## src/rtl/pwm_peripheral_pkg.sv

```systemverilog
`default_nettype none
// ============================================================================
// Module   : pwm_peripheral_pkg
// Brief    : Shared widths, constants and pin-drive helper for the PWM block.
// Revision : 1.0 - initial release
// ============================================================================
package pwm_peripheral_pkg;

    localparam int                   PWM_CNT_W = 8;
    localparam logic [PWM_CNT_W-1:0] DUTY_FULL = 8'hFF;
    localparam int                   NUM_PINS  = 16;

    // A pin is low unless enabled; an enabled pin follows the PWM only if selected.
    function automatic logic [NUM_PINS-1:0] pin_drive(
        input logic [NUM_PINS-1:0] en_out,
        input logic [NUM_PINS-1:0] en_pwm,
        input logic                pwm_sig
    );
        return en_out & (~en_pwm | {NUM_PINS{pwm_sig}});
    endfunction

endpackage
`default_nettype wire

```

## src/rtl/pwm_peripheral_if.sv

```systemverilog
`default_nettype none
// ============================================================================
// Module   : pwm_peripheral_if
// Brief    : Control-register inputs and pad outputs of the PWM peripheral.
// Revision : 1.0 - initial release
// ============================================================================
interface pwm_peripheral_if;
    import pwm_peripheral_pkg::*;

    logic [7:0]          en_reg_out_7_0;
    logic [7:0]          en_reg_out_15_8;
    logic [7:0]          en_reg_pwm_7_0;
    logic [7:0]          en_reg_pwm_15_8;
    logic [7:0]          pwm_duty_cycle;
    logic [NUM_PINS-1:0] out;
    logic                period_start;

    modport master (
        output en_reg_out_7_0,
        output en_reg_out_15_8,
        output en_reg_pwm_7_0,
        output en_reg_pwm_15_8,
        output pwm_duty_cycle,
        input  out,
        input  period_start
    );

    modport slave (
        input  en_reg_out_7_0,
        input  en_reg_out_15_8,
        input  en_reg_pwm_7_0,
        input  en_reg_pwm_15_8,
        input  pwm_duty_cycle,
        output out,
        output period_start
    );

endinterface
`default_nettype wire

```

## src/rtl/pwm_peripheral_tick_gen.sv

```systemverilog
`default_nettype none
// ============================================================================
// Module   : pwm_tick_gen
// Brief    : Prescaler; pulses o_tick once every PRESCALE clk cycles.
// Revision : 1.0 - initial release
// ============================================================================
module pwm_tick_gen #(
    parameter int PRESCALE = 13
) (
    input  wire logic clk,
    input  wire logic rst_n,
    output logic      o_tick
);

    localparam int                 c_DIV_W    = (PRESCALE > 1) ? $clog2(PRESCALE) : 1;
    localparam logic [c_DIV_W-1:0] c_DIV_LAST = c_DIV_W'(PRESCALE - 1);
    localparam logic [c_DIV_W-1:0] c_DIV_ONE  = c_DIV_W'(1);

    logic [c_DIV_W-1:0] r_div_cnt;
    logic               w_tick;

    // With PRESCALE=1 the counter sits at 0 and ticks every clk.
    assign w_tick = (r_div_cnt == c_DIV_LAST);
    assign o_tick = w_tick;

    always_ff @(posedge clk or negedge rst_n) begin
        if (!rst_n) begin
            r_div_cnt <= '0;
        end else if (w_tick) begin
            r_div_cnt <= '0;
        end else begin
            r_div_cnt <= r_div_cnt + c_DIV_ONE;
        end
    end

endmodule
`default_nettype wire

```

## src/rtl/pwm_peripheral.sv

```systemverilog
`default_nettype none
// ============================================================================
// Module   : pwm_peripheral
// Brief    : 16-pin output driver with one shared 256-step PWM and duty shadow.
// Revision : 1.0 - initial release
// ============================================================================
module pwm_peripheral
    import pwm_peripheral_pkg::*;
#(
    parameter int PRESCALE = 13
) (
    input  wire logic        clk,
    input  wire logic        rst_n,
    pwm_peripheral_if.slave  bus
);

    localparam logic [PWM_CNT_W-1:0] c_CNT_LAST = {PWM_CNT_W{1'b1}};
    localparam logic [PWM_CNT_W-1:0] c_CNT_ONE  = PWM_CNT_W'(1);

    logic                 w_tick;
    logic                 w_wrap;
    logic                 w_pwm_sig;
    logic [NUM_PINS-1:0]  w_en_out;
    logic [NUM_PINS-1:0]  w_en_pwm;

    logic [PWM_CNT_W-1:0] r_pwm_cnt;
    logic [PWM_CNT_W-1:0] r_duty_active;
    logic [NUM_PINS-1:0]  r_out;
    logic                 r_period_start;

    pwm_tick_gen #(
        .PRESCALE (PRESCALE)
    ) u_tick_gen (
        .clk    (clk),
        .rst_n  (rst_n),
        .o_tick (w_tick)
    );

    assign w_wrap    = w_tick && (r_pwm_cnt == c_CNT_LAST);
    assign w_en_out  = {bus.en_reg_out_15_8, bus.en_reg_out_7_0};
    assign w_en_pwm  = {bus.en_reg_pwm_15_8, bus.en_reg_pwm_7_0};
    // Full-scale duty is special-cased so the wrap cycle does not dip low.
    assign w_pwm_sig = (r_duty_active == DUTY_FULL) || (r_pwm_cnt < r_duty_active);

    always_ff @(posedge clk or negedge rst_n) begin
        if (!rst_n) begin
            r_pwm_cnt <= '0;
        end else if (w_tick) begin
            r_pwm_cnt <= r_pwm_cnt + c_CNT_ONE;
        end
    end

    // Duty is only sampled at the period boundary so a period never gets a runt pulse.
    always_ff @(posedge clk or negedge rst_n) begin
        if (!rst_n) begin
            r_duty_active  <= '0;
            r_period_start <= 1'b0;
        end else begin
            r_period_start <= w_wrap;
            if (w_wrap) begin
                r_duty_active <= bus.pwm_duty_cycle;
            end
        end
    end

    always_ff @(posedge clk or negedge rst_n) begin
        if (!rst_n) begin
            r_out <= '0;
        end else begin
            r_out <= pin_drive(w_en_out, w_en_pwm, w_pwm_sig);
        end
    end

    assign bus.out          = r_out;
    assign bus.period_start = r_period_start;

endmodule
`default_nettype wire

```

## src/flat_wrapper.sv

```systemverilog
// flat-port wrapper written by rule: the top's interface ports become plain ports
module pwm_peripheral_flat import pwm_peripheral_pkg::*;
#(
    parameter int PRESCALE = 13
)
  (clk, rst_n, bus_en_reg_out_7_0, bus_en_reg_out_15_8, bus_en_reg_pwm_7_0, bus_en_reg_pwm_15_8, bus_pwm_duty_cycle, bus_out, bus_period_start);
  pwm_peripheral_if bus_i ();
  input  wire logic clk;
  input  wire logic rst_n;
  input wire logic [$bits(bus_i.en_reg_out_7_0)-1:0] bus_en_reg_out_7_0;
  input wire logic [$bits(bus_i.en_reg_out_15_8)-1:0] bus_en_reg_out_15_8;
  input wire logic [$bits(bus_i.en_reg_pwm_7_0)-1:0] bus_en_reg_pwm_7_0;
  input wire logic [$bits(bus_i.en_reg_pwm_15_8)-1:0] bus_en_reg_pwm_15_8;
  input wire logic [$bits(bus_i.pwm_duty_cycle)-1:0] bus_pwm_duty_cycle;
  output wire logic [$bits(bus_i.out)-1:0] bus_out;
  output wire logic [$bits(bus_i.period_start)-1:0] bus_period_start;
  assign bus_i.en_reg_out_7_0 = bus_en_reg_out_7_0;
  assign bus_i.en_reg_out_15_8 = bus_en_reg_out_15_8;
  assign bus_i.en_reg_pwm_7_0 = bus_en_reg_pwm_7_0;
  assign bus_i.en_reg_pwm_15_8 = bus_en_reg_pwm_15_8;
  assign bus_i.pwm_duty_cycle = bus_pwm_duty_cycle;
  assign bus_out = bus_i.out;
  assign bus_period_start = bus_i.period_start;
  pwm_peripheral #(.PRESCALE(PRESCALE)) u_core (.clk(clk), .rst_n(rst_n), .bus(bus_i));
endmodule
```

## config.mk

```make
export PLATFORM = sky130hd
export DESIGN_NAME = pwm_peripheral_flat
export DESIGN_NICKNAME = d
export VERILOG_FILES = /design/src/rtl/pwm_peripheral_pkg.sv /design/src/rtl/pwm_peripheral_if.sv /design/src/rtl/pwm_peripheral_tick_gen.sv /design/src/rtl/pwm_peripheral.sv /design/src/flat_wrapper.sv
export SDC_FILE = /design/constraint.sdc
export NUM_CORES = 1
export LEC_CHECK = 0
export BUFFER_PORTS_ARGS = -buffer_cell sky130_fd_sc_hd__buf_4
export CORE_MARGIN = 1.5
export CORE_UTILIZATION = 52
export DETAILED_ROUTE_END_ITERATION = 7
export GPL_ROUTABILITY_DRIVEN = 0
export PLACE_DENSITY = 0.83
export RECOVER_POWER = 100
export SYNTH_ARGS = -nofsm -noshare
export SYNTH_HDL_FRONTEND = slang
export SYNTH_SLANG_ARGS = --single-unit
```

## constraint.sdc

```tcl
create_clock -name clk -period 3.7 [get_ports clk]
set_clock_uncertainty 0.15 [all_clocks]
set_input_delay 0.37 -clock clk [delete_from_list [all_inputs] [get_ports clk]]
set_output_delay 0.37 -clock clk [all_outputs]
set_load 0.01 [all_outputs]
```

## Yosys cells after proc, flatten, opt, wreduce, memory -nomap -nowiden

Cells that the tools add are included.

| word-level totals | value |
|---|---|
| register bits after elaboration | 37 |
| latch bits | 0 |
| bits in writable memories | 0 |
| bits in read-only memories | 0 |
| input port bits | 42 |
| output and inout port bits | 17 |
| logic and storage cells | 17 |
| memories kept | 0 |

| cells by class | value |
|---|---|
| $add $sub $neg | 2 |
| multipliers | 0 |
| divide/modulo/power cells | 0 |
| magnitude comparators | 1 |
| equal/unequal tests | 3 |
| shift-type cells | 0 |
| mux-type cells | 1 |
| bitwise gates (word level) | 3 |
| reductions and logical operators | 2 |

Operators by type and width:

| operator | count |
|---|---|
| $and A16 B16 Y16 | 1 |
| $eq A8 B8 Y1 const B | 2 |
| $not A16 Y16 | 1 |
| $or A16 B16 Y16 | 1 |
| $add A8 B1 Y8 const B | 1 |
| $lt A8 B8 Y1 | 1 |
| $add A4 B1 Y4 const B | 1 |
| $eq A4 B4 Y1 const B | 1 |
| $mux W4 | 1 |
| $logic_and A1 B1 Y1 | 1 |
| $logic_or A1 B1 Y1 | 1 |

## Logic depth before layout (Yosys ltp)

Gate-level depths: netlist (run 1).

| logic depth | value |
|---|---|
| depth after elaboration | 4 |
| mapped depth | 7 |
| gate-level depth less buffers | 6 |

## Modules after synthesis

From an unflattened synthesis (run 1), not the netlist that was laid out.

| second synthesis, totals | value |
|---|---|
| cells, all modules | 123 |
| area total of the unflattened synthesis | 1,667.8 um^2 |

Modules (own cells, without submodules):

| module | times used | cells an instance | area each (um^2) | seq. area each (um^2) |
|---|---|---|---|---|
| pwm_peripheral | 1 | 106 | 1,471.4 | 825.8 |
| pwm_tick_gen | 1 | 17 | 196.4 | 100.1 |

## Least setup slack after synthesis (run 1)

OpenSTA, ideal clock, no wires.

| timing | value |
|---|---|
| kind | flip-flop to flip-flop |
| start | reg u_core.r_pwm_cnt[6] |
| end | reg u_core.r_out[10], in the netlist u_core.bus.out[10] |
| library setup time | 129 ps |
| data arrival time | 1,647 ps |
| required time | 3,421 ps |
| path slack | 1,775 ps |
| cell stages (with the launch flop) | 7 |
| buffers on the path | 1 |
| period minus slack after synthesis | 1,925 ps |
| cell sequence | dfrtp_1 ha_1 and4_1 o21ai_0 o32ai_2 clkbuf_2 a21boi_0 |

| between the ends | value |
|---|---|
| longest elaborated chain between the ends | 4 |

Ends and longest elaborated chain:

| item | line | text |
|---|---|---|
| start, declared | pwm_peripheral.sv:26 | `logic [PWM_CNT_W-1:0] r_pwm_cnt;` |
| start signal, assigned | pwm_peripheral.sv:49 | `r_pwm_cnt <= r_pwm_cnt + c_CNT_ONE;` |
| $lt A8 B8 Y1 | pwm_peripheral.sv:43 | `assign w_pwm_sig = (r_duty_active == DUTY_FULL) \|\| (r_pwm_cnt < r_duty_active);` |
| $logic_or A1 B1 Y1 | pwm_peripheral.sv:43 |  |
| $or A16 B16 Y16 | pwm_peripheral_pkg.sv:19 | `return en_out & (~en_pwm \| {NUM_PINS{pwm_sig}});` |
| $and A16 B16 Y16 | pwm_peripheral_pkg.sv:19 |  |
| end signal, assigned | pwm_peripheral.sv:70 | `r_out <= pin_drive(w_en_out, w_en_pwm, w_pwm_sig);` |
| end, declared | pwm_peripheral.sv:28 | `logic [NUM_PINS-1:0] r_out;` |

Every way passes these cells.
A chain may end at the register's enable or synchronous reset.

## Worst setup path in the final report (run 1)

| timing | value |
|---|---|
| start | reg u_core.u_tick_gen.r_div_cnt[0] |
| end | reg u_core.r_duty_active[5] |

| between the ends | value |
|---|---|
| longest elaborated chain between the ends | 2 |

Ends and longest elaborated chain:

| item | line | text |
|---|---|---|
| start, declared | pwm_peripheral_tick_gen.sv:19 | `logic [c_DIV_W-1:0] r_div_cnt;` |
| start signal, assigned | pwm_peripheral_tick_gen.sv:32 | `r_div_cnt <= r_div_cnt + c_DIV_ONE;` |
| $eq A4 B4 Y1 | pwm_peripheral_tick_gen.sv:23 | `assign w_tick = (r_div_cnt == c_DIV_LAST);` |
| $logic_and A1 B1 Y1 | pwm_peripheral.sv:39 | `assign w_wrap = w_tick && (r_pwm_cnt == c_CNT_LAST);` |
| end signal, assigned | pwm_peripheral.sv:61 | `r_duty_active <= bus.pwm_duty_cycle;` |
| end, declared | pwm_peripheral.sv:27 | `logic [PWM_CNT_W-1:0] r_duty_active;` |

Every way passes these cells.

==> flow_metrics.env, run 1 <==
export IMPL_crit_path_max_fanout=9
export IMPL_area_growth_pct=26.9
export IMPL_antenna_found_initial=0
export IMPL_synthMuxAreaShare_pct=6.24
export IMPL_crit_path_start_kind="register"
export IMPL_grt_max_degree=38
export IMPL_drive_above_1_share_pct=31.0
export IMPL_critPathLaunch="u_core.u_tick_gen.r_div_cnt[0]"
export IMPL_synthesis_nets=175
export IMPL_ys_ff_latch=37
export IMPL_final_setup_viol_count=0
export IMPL_clockRootBuffer="clkbuf_4"
export IMPL_synth_avg_cell_area_um2=13.2
export IMPL_yosysSeqAreaShare_pct=57.0
export IMPL_insertedDiodeCount=0
export IMPL_dr_total_vias=1151
export IMPL_finalCriticalPeriod_ns=2.36
export IMPL_path_class="register to register"
export IMPL_tritoncts="yes"
export IMPL_power_density_nw_per_um2=342
export IMPL_clk_pin_slew_ns=0.10
export IMPL_synth_top_area_share_pct=57.0
export IMPL_die_x_um=58.9
export IMPL_worst_pin_slew_ns=1.89
export IMPL_cap_violations=1
export IMPL_routed_wl_um=3000
export IMPL_rsz0062_at_grt="false"
export IMPL_required_ns=3.77
export IMPL_synthXorXnorAreaFrac_pct=4.31
export IMPL_hp_class="input pin to register"
export IMPL_end_kind="register"
export IMPL_io_buffers=58
export IMPL_synth_area_um2=1630
export IMPL_grt_overflow=0
export IMPL_ys_types=25
export IMPL_cts_max_path_buffers=2
export IMPL_failed_checks="capacitance limit, slew limit"
export IMPL_place_area_um2=2090
export IMPL_max_freq_mhz=423
export IMPL_die_area_um2=3470
export IMPL_synth_adder_area_share_pct=7.70
export IMPL_dp_slack_ns=1.33
export IMPL_drc=0
export IMPL_num_rows=20
export IMPL_ys_top_cells_by_area="dfrtp_1 57%, ha_1 7.7%, a21boi_0 7.4%, mux2_2 6.2%, xnor2_1 2.7%"
export IMPL_p_leak_uw=0.00101
export IMPL_hold_start="bus_en_reg_pwm_15_8[1]"
export IMPL_coreArea_um2=3000
export IMPL_worstSkewPairLatency_ns=0.33
export IMPL_track_usage_pct=20.4
export IMPL_drt_pass1_iterations=2
export IMPL_relSlewSlack_pct=-26.0
export IMPL_wl_per_cell_um=13.6
export IMPL_synth_compound_area_share_pct=13.4
export IMPL_crit_arrival_ns=2.44
export IMPL_rr_startpoint="u_core.u_tick_gen.r_div_cnt[0]"
export IMPL_synth_simple_area_share_pct=7.85
export IMPL_drt_iter0_drc=19
export IMPL_synth_top_family_by_area="compound AO/OA/AOI/OAI gates"
export IMPL_fin_setup_tns_ns=0
export IMPL_status="complete, but fails checks"
export IMPL_ir_drop_uv=284
export IMPL_start_util_pct=54.1
export IMPL_ys_warn_count=0
export IMPL_syn_inst=123
export IMPL_nNetsFinal=239
export IMPL_synth_top_area_cell="dfrtp_1"
export IMPL_stdcell_area_um2=2060
export IMPL_setup_slack_ns=1.34
export IMPL_cts_max_level=2
export IMPL_grt_pass1_vias=1226
export IMPL_slew_violations=38
export IMPL_io_pins=59
export IMPL_cts_buffers=5
export IMPL_ant_nets=0
export IMPL_dp_hpwl_um=2390
export IMPL_routed_via_density=5.23
export IMPL_fillers=250
export IMPL_cts_resized=0
export IMPL_clock_sinks=37
export IMPL_hold_viol=0
export IMPL_grt_pass1_wl_um=5060
export IMPL_post_route_period_util_pct=63.9
export IMPL_dieHeight_um=58.9
## stage by stage
step | hold slack (ns) | utilization (%) | power (µW) | instances
2_1_floorplan | -0.0756 | - | 453 | 123
3_3_place_gp | 0.194 | 69.5 | 509 | 212
3_5_place_dp | 0.201 | 69.5 | 512 | 212
4_1_cts | 0.0342 | 71.6 | 724 | 220
5_1_grt | 0.0325 | 68.7 | 739 | 220
6_report | 0.0541 | 68.7 | 705 | 220
## registers in the layout (all words and copies together) (netlist names)
signal,flops
u_core.r_pwm_cnt,8
u_core.u_tick_gen.r_div_cnt,4
u_core.bus.out,16
u_core.r_duty_active,8
u_core.bus.period_start,1
## cells in the final DEF (no fill, tap or decap), types with 2 or more instances in the layout
cell type	count
buf_4	40
dfrtp_1	37
clkbuf_1	19
a21boi_0	16
inv_1	11
ha_1	10
mux2_2	9
nor2_1	6
xnor2_1	5
nand2_1	5
clkbuf_4	5
nand4_1	4
and3_1	3
xor2_1	3
o21ai_0	2
a21oi_1	2
## power by group
| group | leakage [µW] | internal, µW | total (µW) | switching [µW] |
|---|---|---|---|---|
| Combinational | 0.000541 | 42.3 | 71.7 | 29.4 |
| Clock | 0.0000314 | 89.7 | 210 | 120 |
| Sequential | 0.000441 | 418 | 424 | 6.00 |
## cells in the mapped netlist
library cell / n
dfrtp_1: 37
a21boi_0: 16
inv_1: 11
ha_1: 10
mux2_2: 9
nor2_1: 6
nand2_1: 5
xnor2_1: 5
nand4_1: 3
xor2_1: 3
a21oi_1: 2
and3_1: 2
o21ai_0: 2
a2111oi_4: 1
a21o_1: 1
a41o_1: 1
and3_4: 1
and4_1: 1
buf_6: 1
clkbuf_2: 1
nand2b_4: 1
nand4_4: 1
o21a_1: 1
o32ai_2: 1
o41ai_1: 1
## timing repair
| item | in CTS | in global routing |
|---|---|---|
| hold buffers | 1 | 0 |
| setup buffers | 0 | 0 |
| hold endpoints to repair | 37 | 0 |
| setup endpoints to repair | 0 | 0 |
## routing by layer
layer | up-vias | wire, µm | GRT usage, % | part of all wire, %
li1 | 555 | - | - | -
met1 | 542 | 1140 | 20.9 | 38
met4 | 0 | 57 | 8.77 | 1.9
met5 | - | 0 | 0 | 0
met2 | 48 | 1540 | 35.6 | 51
met3 | 6 | 264 | 9.45 | 8.8
## logic make-up after synthesis
logic type                 after synthesis
buffers and inverters                   13
DFF                                     37
and+or+nand+nor                         20
xor gates and xnor gates                 8
adders and majority gates               10
muxes                                    9
AOI/OAI and AO/OA                       26
## critical path, stage by stage (launching register included)
cell	delay (ns)
dfrtp_1	0.42
inv_1	0.09
ha_1	0.16
and3_1	0.31
and3_1	0.26
nand4_1	0.43
mux2_2	0.44
## final timing paths
| check | endpoint | slack [ns] | cells after the start |
|---|---|---|---|
| worst min-delay path | u_core.bus.out[9] | 0.05 | 2 |
| worst max register to register | u_core.r_duty_active[5] | 1.34 | 6 |
| worst max-delay path | u_core.r_duty_active[5] | 1.34 | 6 |
| max in group asynchronous | u_core.bus.out[7] | 1.38 | 2 |
| min in group asynchronous | u_core.u_tick_gen.r_div_cnt[1] | 0.94 | 2 |
| worst min register to register | u_core.u_tick_gen.r_div_cnt[3] | 0.32 | 1 |
## cell type report
| class | instances | area (µm²) | share of cell area (%) |
|---|---|---|---|
| clock buffers | 7 | 55.1 | 2.67 |
| inverters | 11 | 41.3 | 2.00 |
| multi-input cells | 73 | 622 | 30.1 |
| flip-flops and latches | 37 | 926 | 44.9 |
| well taps | 33 | 41.3 | 2.00 |
| repair buffers | 59 | 378 | 18.3 |
No activity file was read; power rests on OpenSTA's default activity.
==> run 2, diff against run 1 <==
--- a/config.mk
+++ b/config.mk
@@ -7,10 +7,10 @@
 export LEC_CHECK = 0
 export BUFFER_PORTS_ARGS = -buffer_cell sky130_fd_sc_hd__buf_4
 export CORE_MARGIN = 1.5
-export CORE_UTILIZATION = 52
+export CORE_UTILIZATION = 48
 export DETAILED_ROUTE_END_ITERATION = 7
 export GPL_ROUTABILITY_DRIVEN = 0
-export PLACE_DENSITY = 0.83
+export PLACE_DENSITY = 0.78
 export RECOVER_POWER = 100
 export SYNTH_ARGS = -nofsm -noshare
 export SYNTH_HDL_FRONTEND = slang
==> constraint.sdc (replaced) <==
create_clock -name clk -period 2.43 [get_ports clk]
set_clock_uncertainty 0.15 [all_clocks]
set_input_delay 0.243 -clock clk [delete_from_list [all_inputs] [get_ports clk]]
set_output_delay 0.243 -clock clk [all_outputs]
set_load 0.01 [all_outputs]
==> run 2 against run 1 <==
  * The flow now finishes without violations
  * Worst hold slack gained 0.31 ns
  * Wire length is 50% higher
  * Clock power is 50% higher
  * Maximum frequency increased by 8.7%
  * Via count up 21%
==> flow_metrics.env, run 2 (same netlist as run 1, synthesis figures left out) <==
export IMPL_dieHeight_um=61.2
export IMPL_path_buf_inv=1
export IMPL_area_growth_pct=53.7
export IMPL_insertedDiodeCount=0
export IMPL_routed_wl_um=4510
export IMPL_nNetsFinal=280
export IMPL_dr_total_vias=1388
export IMPL_path_class="register to register"
export IMPL_clk_pin_slew_ns=0.11
export IMPL_hold_viol=0
export IMPL_critPathLaunch="u_core.u_tick_gen.r_div_cnt[0]"
export IMPL_cap_violations=0
export IMPL_place_area_um2=2110
export IMPL_p_leak_uw=0.00121
export IMPL_cpMaxStageDelayCell="dfrtp_1"
export IMPL_largest_register_ffs=16
export IMPL_p_switching_uw=277
export IMPL_post_route_period_util_pct=89.5
export IMPL_p_total_uw=1130
export IMPL_io_buffers=58
export IMPL_rr_startpoint="u_core.u_tick_gen.r_div_cnt[0]"
export IMPL_grt_pass1_vias=1515
export IMPL_clockRootBuffer="clkbuf_4"
export IMPL_stdcell_area_um2=2500
export IMPL_hold_start="u_core.r_pwm_cnt[5]"
export IMPL_most_common_layout_cells="41 x dlygate4sd3_1, 41 x buf_4, 37 x dfrtp_1"
export IMPL_crit_path_max_fanout=9
export IMPL_antenna_found_initial=0
export IMPL_io_pins=59
export IMPL_pwr_share_clk_pct=27.8
export IMPL_cts_resized=0
export IMPL_hp_class="register to register"
export IMPL_switching_share_pct=24.5
export IMPL_drive_above_1_share_pct=27.1
export IMPL_fillers=190
export IMPL_num_rows=20
export IMPL_grt_pass1_wl_um=7310
export IMPL_worst_pin_slew_ns=0.875
export IMPL_tritoncts="yes"
export IMPL_start_util_pct=52.0
export IMPL_finalCriticalPeriod_ns=2.17
export IMPL_power_density_nw_per_um2=453
export IMPL_fin_setup_tns_ns=0
export IMPL_cpMostUsedCell="and3_1"
export IMPL_comb_power_share_pct=15.0
export IMPL_cts_buffers=5
export IMPL_drc=0
export IMPL_final_setup_viol_count=0
export IMPL_grt_max_degree=38
export IMPL_dp_hpwl_um=2480
export IMPL_drt_iter0_drc=43
export IMPL_relSlewSlack_pct=41.7
export IMPL_die_x_um=61.2
export IMPL_required_ns=2.52
export IMPL_die_area_um2=3740
export IMPL_wl_per_cell_um=16.5
export IMPL_end_kind="register"
export IMPL_rsz0062_at_grt="false"
export IMPL_critPathMaxStageDelay_ns=0.44
export IMPL_drt_pass1_iterations=4
export IMPL_crit_family="simple AND/OR/NAND/NOR gates"
export IMPL_cts_max_level=2
export IMPL_ir_drop_uv=310
export IMPL_ant_nets=0
export IMPL_coreArea_um2=3130
export IMPL_crit_chain="inv_1 > ha_1 > and3_1 > and3_1 > nand4_4 > mux2_2"
export IMPL_cts_max_path_buffers=2
export IMPL_max_freq_mhz=460
export IMPL_crit_path_start_kind="register"
export IMPL_slew_violations=0
export IMPL_crit_arrival_ns=2.26
export IMPL_grt_overflow=0
export IMPL_worstSkewPairLatency_ns=0.35
export IMPL_p_seq_share_pct=57.2
export IMPL_status="finished, final reports clean"
export IMPL_routed_via_density=5.08
export IMPL_clock_sinks=37
export IMPL_cts_setup_buffers=0
export IMPL_track_usage_pct=28.1
export IMPL_p_int_uw=853
-- run 2: power by group through the flow --
stage          sequential, µW  combinational (µW)  clock, µW
2_1_floorplan             664                26.8          0
3_3_place_gp              657                 117          0
3_5_place_dp              658                 123          0
4_1_cts                   646                 175        318
5_1_grt                   649                 184        348
6_report                  647                 169        314
-- run 2: final timing paths --
kind | end | slack (ns) | cells past startpoint
min | u_core.r_pwm_cnt[5] | 0.37 | 1
max | u_core.r_duty_active[0] | 0.26 | 6
min in group asynchronous | u_core.bus.out[7] | 0.38 | 2
max in group asynchronous | u_core.bus.out[3] | 1.20 | 2
max reg2reg | u_core.r_duty_active[0] | 0.26 | 6
min reg2reg | u_core.r_pwm_cnt[5] | 0.37 | 1
-- run 2: stage by stage --
stage	hold WS [ns]	worst slack, ns	instances	util (%)
global route	0.399	0.127	273	79.8
global placement	0.0658	0.510	224	67.4
finish	0.366	0.256	273	79.8
floorplan	-0.203	0.505	123	-
CTS	0.243	0.380	273	82.1
detailed placement	0.0766	0.402	224	67.4
-- run 2: final cells by class --
cell class / instances / area, µm² / share of cell area [%]
clock buffer: 6 / 41.3 / 1.65
clock inverter: 2 / 10.0 / 0.401
inverter: 11 / 41.3 / 1.65
multi-input combinational: 73 / 637 / 25.5
sequential: 37 / 926 / 37.1
tap: 44 / 55.1 / 2.20
timing repair buffer: 100 / 787 / 31.5
-- run 2: worst register-to-register path, cell delays in order (launching register included) --
cell	delay [ns]
dfrtp_1	0.44
inv_1	0.12
ha_1	0.18
and3_1	0.34
and3_1	0.29
nand4_4	0.21
mux2_2	0.33
-- run 2: per-layer routing --
metal | GRT usage [%] | vias to the layer above | part of all wire [%]
li1 | - | 634 | -
met1 | 34.6 | 671 | 41
met2 | 45.9 | 70 | 49
met3 | 7.98 | 13 | 6.7
met4 | 13.0 | 0 | 2.9
met5 | 0 | - | 0
-- run 2: repair_timing --
item / in CTS / in global routing
endpoints found under the hold margin: 61 / 0
setup endpoints to repair: 0 / 0
hold buffers: 41 / 0
==> run 3, diff against run 2 <==
--- a/config.mk
+++ b/config.mk
@@ -7,10 +7,10 @@
 export LEC_CHECK = 0
 export BUFFER_PORTS_ARGS = -buffer_cell sky130_fd_sc_hd__buf_4
 export CORE_MARGIN = 1.5
-export CORE_UTILIZATION = 48
+export CORE_UTILIZATION = 45
 export DETAILED_ROUTE_END_ITERATION = 7
 export GPL_ROUTABILITY_DRIVEN = 0
-export PLACE_DENSITY = 0.78
+export PLACE_DENSITY = 0.74
 export RECOVER_POWER = 100
 export SYNTH_ARGS = -nofsm -noshare
 export SYNTH_HDL_FRONTEND = slang
==> run 3 against run 2 <==
  * Sequential share of layout area increased by 0.60 points
  * Worst hold slack got worse by 0.35 ns
  * Critical path depth unchanged
  * Largest cell class unchanged
  * Cell count decreased by 0.73%
  * Worst setup slack improved by 0.062 ns
  * Largest power group unchanged
  * Critical path type unchanged
  * Clock-buffer cell count unchanged
  * Flip-flop and latch count unchanged
  * First-iteration DRC count decreased by 2.3%
==> flow_metrics.env, run 3 (same netlist as run 1, synthesis figures left out) <==
export IMPL_status="finished, final reports clean"
export IMPL_hold_viol=0
export IMPL_rsz0062_at_grt="false"
export IMPL_dp_hpwl_um=2430
export IMPL_end_kind="register"
export IMPL_dr_total_vias=1289
export IMPL_cts_setup_buffers=0
export IMPL_dp_slack_ns=0.420
export IMPL_slew_violations=0
export IMPL_multi_input_area_um2=637
export IMPL_crit_cells=6
export IMPL_clockRootBuffer="clkbuf_4"
export IMPL_finalCriticalPeriod_ns=2.11
export IMPL_crit_path_start_kind="register"
export IMPL_cts_resized=0
export IMPL_routed_wl_um=4080
export IMPL_ant_nets=0
export IMPL_drive_above_1_share_pct=27.6
export IMPL_largest_register_ffs=16
export IMPL_crit_family="compound AO/OA/AOI/OAI gates"
export IMPL_fin_setup_tns_ns=0
export IMPL_nNetsFinal=276
export IMPL_hp_class="input pin to register"
export IMPL_grt_max_degree=38
export IMPL_grt_pass1_wl_um=6880
export IMPL_clock_sinks=37
export IMPL_worst_pin_slew_ns=0.890
export IMPL_area_growth_pct=51.2
export IMPL_cts_max_level=2
export IMPL_min_path_cells=2
export IMPL_start_util_pct=48.0
export IMPL_cts_hold_buf=36
export IMPL_num_rows=21
export IMPL_crit_chain="ha_1 > and4_1 > o21ai_0 > o32ai_2 > clkbuf_2 > a21boi_0"
export IMPL_insertedDiodeCount=0
export IMPL_crit_arrival_ns=2.17
export IMPL_path_buf_inv=1
export IMPL_post_route_period_util_pct=86.9
export IMPL_drt_iter0_drc=42
export IMPL_io_buffers=58
export IMPL_grt_pass1_vias=1464
export IMPL_most_common_layout_cells="40 x buf_4, 37 x dlygate4sd3_1, 37 x dfrtp_1"
export IMPL_crit_path_max_fanout=16
export IMPL_drt_pass1_iterations=4
export IMPL_track_usage_pct=23.0
export IMPL_clk_pin_slew_ns=0.11
export IMPL_routed_via_density=4.76
export IMPL_coreArea_um2=3390
export IMPL_drc=0
export IMPL_critPathMaxStageDelay_ns=0.47
export IMPL_final_seq_area_um2=926
export IMPL_cpMaxStageDelayCell="dfrtp_1"
export IMPL_path_class="register to register"
export IMPL_max_freq_mhz=473
export IMPL_die_x_um=63.1
export IMPL_p_leak_uw=0.00119
export IMPL_wl_per_cell_um=15.1
export IMPL_io_pins=59
export IMPL_setup_slack_ns=0.318
export IMPL_power_density_nw_per_um2=455
export IMPL_fillers=232
export IMPL_cts_buffers=5
export IMPL_final_setup_viol_count=0
export IMPL_grt_overflow=0
export IMPL_antenna_found_initial=0
export IMPL_timing_hold_ws_ns=0.0151
export IMPL_cts_max_path_buffers=2
export IMPL_worstSkewPairLatency_ns=0.34
export IMPL_relSlewSlack_pct=40.7
export IMPL_final_common_cell="buf_4"
export IMPL_ir_drop_uv=422
export IMPL_required_ns=2.49
export IMPL_cap_violations=0
export IMPL_reg2reg_depth=6
export IMPL_die_area_um2=3980
export IMPL_dieHeight_um=63.1
export IMPL_tritoncts="yes"
==> run 3: changes by cell type in the layout (fill, tap and decap cells not counted), sizes merged <==
cell	delta
buf	-1
clkbuf	+1
dlygate4sd3	-4
==> run 3: worst register-to-register path: cells and delay by family (launching register included) <==
| family | cells | cell delay [ns] |
|---|---|---|
| flops | 1 | 0.47 |
| simple gates | 1 | 0.18 |
| fa+ha+maj | 1 | 0.34 |
| compound gates | 3 | 0.54 |
| buf+inv | 1 | 0.31 |
==> run 3: path summary, 6_finish.rpt <==
check	startpoint	endpoint	slack, ns
setup reg to reg	u_core.r_pwm_cnt[6]	u_core.bus.out[2]	0.32
min in group asynchronous	rst_n	u_core.r_duty_active[3]	0.40
setup / recovery	u_core.r_pwm_cnt[6]	u_core.bus.out[2]	0.32
hold reg to reg	u_core.u_tick_gen.r_div_cnt[3]	u_core.u_tick_gen.r_div_cnt[3]	0.33
hold / removal	bus_en_reg_out_15_8[2]	u_core.bus.out[10]	0.02
max in group asynchronous	rst_n	u_core.r_duty_active[4]	1.18
==> run 3: final cells by class <==
type | count | area share, %
clock buffer | 6 | 1.68
multi-input combinational | 73 | 25.9
timing repair buffer | 96 | 30.3
inverter | 11 | 1.68
clock inverter | 2 | 0.407
tap | 46 | 2.34
sequential | 37 | 37.7
==> run 3: routing by layer <==
metal | routed length (µm) | track usage [%] | up-vias
li1 | - | - | 628
met1 | 1540 | 22.6 | 608
met2 | 2230 | 45.1 | 45
met3 | 240 | 6.96 | 8
met4 | 74 | 7.78 | 0
met5 | 0 | 0 | -
==> run 3: stage by stage <==
| step | instances | area (µm²) | utilization [%] | total power, µW |
|---|---|---|---|---|
| CTS | 270 | 2520 | 74.4 | 1130 |
| global placement | 226 | 2110 | 62.2 | 775 |
| detailed placement | 226 | 2110 | 62.2 | 780 |
| floorplan | 123 | 1630 | - | 690 |
| global route | 271 | 2460 | 72.5 | 1170 |
| finish | 271 | 2460 | 72.5 | 1120 |
==> run 3: power breakdown <==
part,total (µW),switching (µW),internal [µW]
registers,646,10.4,636
clock network,310,200,110
logic,161,58.6,102
total,1120,269,849
